===== src/rtl/tjmono_readout_pkg.sv =====
// Shared types and widths for the pixel-matrix readout controller.
// Hit word layout: {col_addr, col_data}, streamed MSB first.
package tjmono_readout_pkg;

  localparam int COL_ADDR_W = 6;
  localparam int COL_DATA_W = 21;
  localparam int WORD_W     = 27;
  localparam int TS_W       = 16;

  typedef enum logic [2:0] {
    IDLE,
    SETUP,
    READ,
    WAIT,
    SHIFT,
    GAP,
    HOLD
  } state_t;

  typedef struct packed {
    logic [COL_ADDR_W-1:0] col_addr;
    logic [COL_DATA_W-1:0] col_data;
  } hit_word_t;

  // Token synchroniser needs two cycles to see the post-read token.
  function automatic int gap_cycles(input int read_gap);
    return (read_gap > 2) ? read_gap : 2;
  endfunction

endpackage


===== src/rtl/tjmono_rx_shift.sv =====
// Serial-to-parallel receiver: 27 samples after start, MSB first.
// done_o is raised during the final sample; word_o is valid with it.
module tjmono_rx_shift
  import tjmono_readout_pkg::*;
(
  input  logic      clk,
  input  logic      rst_n,
  input  logic      start_i,
  input  logic      din_i,
  output logic      done_o,
  output hit_word_t word_o
);

  logic              active_q;
  logic [4:0]        cnt_q;
  logic [WORD_W-2:0] sh_q;

  assign done_o = active_q && (cnt_q == 5'(WORD_W - 1));
  assign word_o = {sh_q, din_i};

  always_ff @(posedge clk or negedge rst_n) begin
    if (!rst_n) begin
      active_q <= 1'b0;
      cnt_q    <= '0;
      sh_q     <= '0;
    end else if (start_i) begin
      active_q <= 1'b1;
      cnt_q    <= '0;
    end else if (active_q) begin
      sh_q  <= {sh_q[WORD_W-3:0], din_i};
      cnt_q <= cnt_q + 5'd1;
      if (done_o) active_q <= 1'b0;
    end
  end

endmodule


===== src/rtl/tjmono_readout_ctrl.sv =====
// DAQ-side readout controller: Freeze/Read sequencing, word capture.
// Define TJMONO_READOUT_TIMESTAMP_EN to add the per-frame WordTs output.
module tjmono_readout_ctrl
  import tjmono_readout_pkg::*;
#(
  parameter int READ_LAT     = 2,
  parameter int FREEZE_SETUP = 4,
  parameter int FREEZE_HOLD  = 2,
  parameter int READ_GAP     = 1
) (
  input  logic              Clk,
  input  logic              RstB,
  input  logic              Enable,
  input  logic              TokenIn,
  input  logic              DataIn,
  output logic              Read,
  output logic              Freeze,
  output logic [WORD_W-1:0] WordData,
  output logic              WordValid,
  input  logic              WordReady,
  output logic              Busy,
`ifdef TJMONO_READOUT_TIMESTAMP_EN
  output logic [TS_W-1:0]   WordTs,
`endif
  output logic [15:0]       WordCount
);

  localparam int GAP_CYC = gap_cycles(READ_GAP);
  localparam logic [3:0] SETUP_LAST = 4'(FREEZE_SETUP - 1);
  localparam logic [3:0] WAIT_LAST  = 4'(READ_LAT - 2);
  localparam logic [3:0] GAP_LAST   = 4'(GAP_CYC - 1);
  localparam logic [3:0] HOLD_LAST  = 4'(FREEZE_HOLD - 1);

  state_t     state_q, state_d;
  logic [3:0] cnt_q, cnt_d;
  logic       tok_m_q, tok_s_q;
  logic       read_q, read_d;
  logic       freeze_q, freeze_d;
  logic       busy_q, busy_d;

  hit_word_t   word_q, word_d;
  logic        valid_q, valid_d;
  logic [15:0] count_q, count_d;

  logic      rx_start, rx_done;
  hit_word_t rx_word;
  logic      xfer, out_free;

  assign xfer     = valid_q && WordReady;
  assign out_free = !valid_q || WordReady;
  assign rx_start = (state_q == WAIT) && (state_d == SHIFT);

  always_ff @(posedge Clk or negedge RstB) begin
    if (!RstB) begin
      state_q  <= IDLE;
      cnt_q    <= '0;
      tok_m_q  <= 1'b0;
      tok_s_q  <= 1'b0;
      read_q   <= 1'b0;
      freeze_q <= 1'b0;
      busy_q   <= 1'b0;
    end else begin
      state_q  <= state_d;
      cnt_q    <= cnt_d;
      tok_m_q  <= TokenIn;
      tok_s_q  <= tok_m_q;
      read_q   <= read_d;
      freeze_q <= freeze_d;
      busy_q   <= busy_d;
    end
  end

  always_comb begin
    state_d = state_q;
    cnt_d   = cnt_q;
    unique case (state_q)
      IDLE: begin
        cnt_d = '0;
        if (Enable && tok_s_q) state_d = SETUP;
      end
      SETUP: begin
        if (cnt_q != SETUP_LAST) begin
          cnt_d = cnt_q + 4'd1;
        end else if (out_free) begin
          state_d = READ;
          cnt_d   = '0;
        end
      end
      READ: begin
        state_d = WAIT;
        cnt_d   = '0;
      end
      WAIT: begin
        if (cnt_q != WAIT_LAST) cnt_d = cnt_q + 4'd1;
        else state_d = SHIFT;
      end
      SHIFT: begin
        if (rx_done) begin
          state_d = GAP;
          cnt_d   = '0;
        end
      end
      GAP: begin
        if (cnt_q != GAP_LAST) begin
          cnt_d = cnt_q + 4'd1;
        end else if (!tok_s_q) begin
          state_d = HOLD;
          cnt_d   = '0;
        end else if (out_free) begin
          state_d = READ;
          cnt_d   = '0;
        end
      end
      HOLD: begin
        if (cnt_q != HOLD_LAST) cnt_d = cnt_q + 4'd1;
        else state_d = IDLE;
      end
      default: state_d = IDLE;
    endcase
  end

  always_comb begin
    read_d   = (state_d == READ);
    freeze_d = (state_d != IDLE);
    busy_d   = (state_d != IDLE);
  end

  tjmono_rx_shift u_rx (
    .clk     (Clk),
    .rst_n   (RstB),
    .start_i (rx_start),
    .din_i   (DataIn),
    .done_o  (rx_done),
    .word_o  (rx_word)
  );

  // A freshly captured word wins over the drain of the previous one.
  always_comb begin
    word_d  = word_q;
    valid_d = valid_q;
    count_d = count_q;
    if (xfer && count_q != 16'hFFFF) count_d = count_q + 16'd1;
    if (rx_done) begin
      word_d  = rx_word;
      valid_d = 1'b1;
    end else if (xfer) begin
      valid_d = 1'b0;
    end
  end

  always_ff @(posedge Clk or negedge RstB) begin
    if (!RstB) begin
      word_q  <= '0;
      valid_q <= 1'b0;
      count_q <= '0;
    end else begin
      word_q  <= word_d;
      valid_q <= valid_d;
      count_q <= count_d;
    end
  end

`ifdef TJMONO_READOUT_TIMESTAMP_EN
  logic [TS_W-1:0] ts_q, frame_ts_q, word_ts_q;

  always_ff @(posedge Clk or negedge RstB) begin
    if (!RstB) begin
      ts_q       <= '0;
      frame_ts_q <= '0;
      word_ts_q  <= '0;
    end else begin
      ts_q <= ts_q + 16'd1;
      if (state_q == IDLE && state_d == SETUP) frame_ts_q <= ts_q;
      if (rx_done) word_ts_q <= frame_ts_q;
    end
  end

  assign WordTs = word_ts_q;
`endif

  assign Read      = read_q;
  assign Freeze    = freeze_q;
  assign Busy      = busy_q;
  assign WordData  = word_q;
  assign WordValid = valid_q;
  assign WordCount = count_q;

endmodule


===== config.mk =====
export PLATFORM = sky130hd
export DESIGN_NAME = tjmono_readout_ctrl
export DESIGN_NICKNAME = d
export VERILOG_FILES = /design/src/rtl/tjmono_readout_pkg.sv /design/src/rtl/tjmono_rx_shift.sv /design/src/rtl/tjmono_readout_ctrl.sv
export SDC_FILE = /design/constraint.sdc
export NUM_CORES = 1
export LEC_CHECK = 0
export CORE_MARGIN = 4
export CORE_UTILIZATION = 49
export DETAILED_ROUTE_END_ITERATION = 10
export GPL_TIMING_DRIVEN = 0
export PLACE_DENSITY = 0.75
export SLEW_MARGIN = 10
export SYNTH_ARGS = -nofsm -noshare
export SYNTH_HDL_FRONTEND = slang
export SYNTH_HIERARCHICAL = 1
export SYNTH_SLANG_ARGS = --single-unit

===== constraint.sdc =====
create_clock -name Clk -period 1.86 [get_ports Clk]
set_input_delay 0.186 -clock Clk [delete_from_list [all_inputs] [get_ports Clk]]
set_output_delay 0.186 -clock Clk [all_outputs]
set_load 0.02 [all_outputs]

**Word-level counts from Yosys, hierarchy flattened**

Cells that the tools add are included.

- Register bits after elaboration: 87
- Input port bits: 6
- Word-level logic and storage cells: 72

- $add $sub $neg: 3
- Equality and inequality tests: 15
- Multiplexer cells: 24
- Bitwise logic cells: 1
- Reduce and logical (&&, ||, !) cells: 16

Operators with widths:

| operator | number |
|---|---|
| 4-bit two-way mux | 7 |
| 3-bit two-way mux | 8 |
| 4-bit one-hot mux with 6 select lines | 1 |
| 3-bit one-hot mux with 7 select lines | 1 |
| 16-bit by 1-bit adder with 16-bit output (second input constant) | 1 |
| 16-bit != test (second input constant) | 1 |
| 3-bit == test (second input constant) | 4 |
| 5-bit two-way mux | 2 |
| 3-bit by 2-bit == test with 1-bit output (second input constant) | 3 |
| 6-bit nonzero test | 1 |
| 5-bit by 1-bit adder with 5-bit output (second input constant) | 1 |
| 5-bit == test (second input constant) | 1 |
| 1-bit logical AND | 5 |
| 1-bit two-way mux | 5 |
| 4-bit by 1-bit adder with 4-bit output (second input constant) | 1 |
| 2-bit != test (second input constant) | 2 |
| 4-bit by 1-bit != test with 1-bit output (second input constant) | 1 |
| 4-bit by 2-bit != test with 1-bit output (second input constant) | 1 |
| 4-bit AND reduction | 1 |
| 2-bit nonzero test | 2 |
| 4-bit nonzero test | 1 |
| 3-bit by 1-bit == test with 1-bit output (second input constant) | 1 |
| 3-bit zero test | 1 |
| 3-bit nonzero test | 1 |
| other kinds (6) | 6 |

**Depth between registers and ports, before layout**

- Depth in word-level cells: 10
- Gate-level depth with buffers: 9
- Mapped depth without buffers: 8

**By module**

Netlist, hierarchy kept.

By module, submodules not included:

| module | times used | cells each | area an instance (sq um) | sequential area each (sq um) |
|---|---|---|---|---|
| tjmono_readout_ctrl | 1 | 193 | 2,451.1 | 1,376.3 |
| tjmono_rx_shift | 1 | 88 | 1,425.1 | 800.8 |

**Worst setup path before layout**

Ideal clock, no wire load.

- Kind: register to register
- From: reg u_rx.cnt_q[0]
- To: reg word_q, in the netlist WordData[0]
- Arrival: 1,904 ps
- Required time: 1,735 ps
- Path slack: -169 ps
- Cell stages (with the launch flop): 8
- Buffers on the path: 2
- Period minus slack after synthesis: 2,029 ps
- Cell sequence: dfrtp_1 -> inv_1 -> ha_1 -> nand4b_1 -> nor2_1 -> clkbuf_1 -> clkbuf_1 -> mux2_2

- Word-level cells in the longest chain between the ends: 2

Ends and longest elaborated chain:

| element | line | RTL |
|---|---|---|
| from (decl) | tjmono_rx_shift.sv:15 | `logic [4:0] cnt_q;` |
| from (signal assigned) | tjmono_rx_shift.sv:31 | `cnt_q <= cnt_q + 5'd1;` |
| 5-bit == test | tjmono_rx_shift.sv:18 | `assign done_o = active_q && (cnt_q == 5'(WORD_W - 1));` |
| 1-bit logical AND | tjmono_rx_shift.sv:18 |  |
| via rx_done | tjmono_readout_ctrl.sv:45 | `logic rx_start, rx_done;` |
| to (signal assigned) | tjmono_readout_ctrl.sv:157 | `word_q <= word_d;` |
| to (decl) | tjmono_readout_ctrl.sv:41 | `hit_word_t word_q, word_d;` |

The timed path passes the listed nets, and every way through them passes these cells.
A chain may end at the register's enable or synchronous reset.

==> run metrics <==
CP endpoint kind flop; slew margin rel. 0.7150; Rows 32; commonest non-fill, non-tap cell in the layout dfrtp_1; Pwr Density 1075 nW/um^2; clock network fraction of total power 0.250; num ports 53; CTS tree built; internal power 3.938 mW; GR Overflow Total 0; Num CTS Buffers 9; gpl congestion 0.8357; drt initial violations 56; syn_nets 293; max_cap viols 0; Clock Tree Buf Depth 2; initial antenna violation count 0; crit share post-route 1.111; r2r startpoint cnt_q[1]; Final setup viols 33; Sw Pwr 1.580 mW; ANT cells 0; final worst setup slack -0.2056 ns; crit path launch type flop; FF/Latch Area 2177 um^2; drt pass-1 iters 4; synth unique cells 50; register area share after synthesis 0.5617; unrepaired setup endpoints after global routing yes; CTS Root Cell clkbuf_8; Max Slew Vio Count 0; reg2reg end u_rx/sh_q[24]; post-route setup TNS -5.200 ns; Sink Count 87; Worst Max-Slew Pin Slew 0.4275 ns; sequential share of power 0.436; Core Area 7727 um^2; die span in y 96.94 um; die area 9397 um^2; fraction of layout cells with a size suffix above 1 0.3539; mean area per synthesized cell 13.79 um^2; Total Routing Usage GR 0.1551; most frequent cells in the layout dfrtp_1, clkdlybuf4s50_1, mux2_2; Synth Warn # 6; IO Port Bufs 52; clock skew 0.007869 ns; hpwl dp 4.487 mm; cell breakdown of the critical path inv_1 -> ha_2 -> and4bb_2 -> and2b_2 -> buf_6 -> nor2b_4 -> buf_6 -> buf_12 -> buf_12 -> mux2_4; P_leak 2.370 nW; H-Tree Depth 3; hold depth 1; Max Clk Rate 484.1 MHz; Post-Syn Area 3876 um^2; vias in the first global route 2504; CP arrival 2.31 ns; Reg2Reg Setup Slack -0.21 ns; Detail Route Antenna Nets 0; Post-Syn Instances 281; EDFF count, synth 0; CP peak stage delay 0.36 ns; footprint of the multi-input gates 1667 um^2; WL final 6.864 mm; CP Class reg2reg; Synth Register Bits 87; Layout area overhead 32.38%; Crit Path Max Fanout 10; Starting Density 0.5016; vias per cell 5.181; Reg2Reg Depth 10; Reg clk slew, reported paths 0.09 ns; fillers 577; status finished with violations; Avg WL per Cell 14.45 um; hold crit path type in2reg; min Tclk post-route 2.066 ns; global-route wire length before repair 11.99 mm; largest net degree at the start of global routing 62; Hold Startpoint TokenIn; Slowest cell on crit path dfrtp_1; combinational fraction of design power 0.315; ys async rst share 1.000; Net Sw Frac 0.2864; Worst Hold Endpoint tok_m_q; Worst Hold Slack 0.2818 ns; failing checks negative setup slack; Die W 96.94 um; Nets 380; Worst-Skew Late Latency 0.35 ns; via count 2461; CP required 2.10 ns; VDD IR-drop max 0.6118 mV; ys flop type dfrtp_1; drc violations 0; Fin. Hold Viols 0
worst max path at each step:
stage          depth (start not counted)          start       endpoint  slack (ns)
4_1_cts                                7       cnt_q[1]           Busy       -0.18
5_1_grt                                7       cnt_q[0]           Busy       -0.27
2_1_floorplan                          6       cnt_q[0]           Busy       -0.10
3_3_place_gp                           1           RstB    WordData[1]       -2.52
6_report                              10       cnt_q[1]  u_rx/sh_q[24]       -0.21
3_5_place_dp                           7  u_rx/cnt_q[0]   WordData[15]       -0.27
routing by layer:
metal	track usage	share of wire	wire length [um]
met1	0.2092	0.46	3188
met5	0	0	0
met4	0.04860	0.011	74
met3	0.04686	0.048	330
met2	0.2415	0.48	3271
logic make-up after synthesis:
family / after synthesis / share of synthesized area
DFF: 87 / 0.5617
buffers and inverters: 18 / 0.03486
AOI/OAI and AO/OA: 20 / 0.04616
adders and majority gates: 6 / 0.01937
muxes: 59 / 0.1908
xor gates and xnor gates: 15 / 0.03389
and+or+nand+nor: 76 / 0.1133
power groups by stage:
stage	sequential [mW]	clock (mW)	combinational, mW
detailed placement	2.44	0	1.30
finish	2.40	1.38	1.74
global placement	2.43	0	1.26
floorplan	2.38	0	1.08
CTS	2.40	1.42	1.68
global route	2.45	1.49	1.88
sequential cells by signal (all words and copies together), names as in the netlist, 3 cells and up:
name / flops
WordCount: 16
u_rx/cnt_q: 5
state_q: 3
cnt_q: 4
WordData: 27
u_rx/sh_q: 26
layout make-up:
type	instances	share of cell area
flip-flops and latches	87	0.4243
multi-input cells	176	0.3248
repair buffers	76	0.1500
plain buffers	12	0.03024
clock buffers	10	0.02682
well taps	102	0.02487
clock inverters	6	0.01463
inverters	6	0.004389
worst max-delay path, delay by kind of cell (launching register included):
family	cells	cell delay [ns]
and+or+nand+nor	3	0.54
adders and majority gates	1	0.19
muxes	1	0.30
DFF	1	0.36
buffers and inverters	5	0.57
synth_stat cells (4+ instances only):
| library cell | instances | share of area |
|---|---|---|
| mux2_4 | 20 | 0.077 |
| nand3_1 | 5 | 0.0065 |
| xor2_1 | 4 | 0.0090 |
| inv_1 | 6 | 0.0058 |
| xnor2_1 | 11 | 0.025 |
| nand4_1 | 10 | 0.016 |
| nor2_1 | 15 | 0.015 |
| dfrtp_1 | 87 | 0.56 |
| nor2b_1 | 6 | 0.0097 |
| nand2_1 | 11 | 0.011 |
| nand2b_1 | 5 | 0.0081 |
| ha_1 | 6 | 0.019 |
| mux2_2 | 39 | 0.11 |
stage by stage:
step,std cells,util,cell area [um^2],setup WS (ns),power [mW]
after floorplan,281,-,3885,-0.1043,3.463
after global placement,435,0.5866,4533,-2.524,3.691
after detailed placement,436,0.5899,4558,-0.2728,3.748
after CTS,468,0.6516,5035,-0.1802,5.504
after global routing,475,0.6640,5131,-0.2748,5.827
final,475,0.6640,5131,-0.2056,5.518
repair_timing:
item                       4_1_cts  5_1_grt
setup endpoints to repair       52       55
buffers inserted                14        7
gates cloned                     1        0
hold buffers                     1        0
pin swaps                        5        5
resized for setup               19        8
hold endpoints to repair        26        0
No activity file was read; power rests on OpenSTA's default activity.
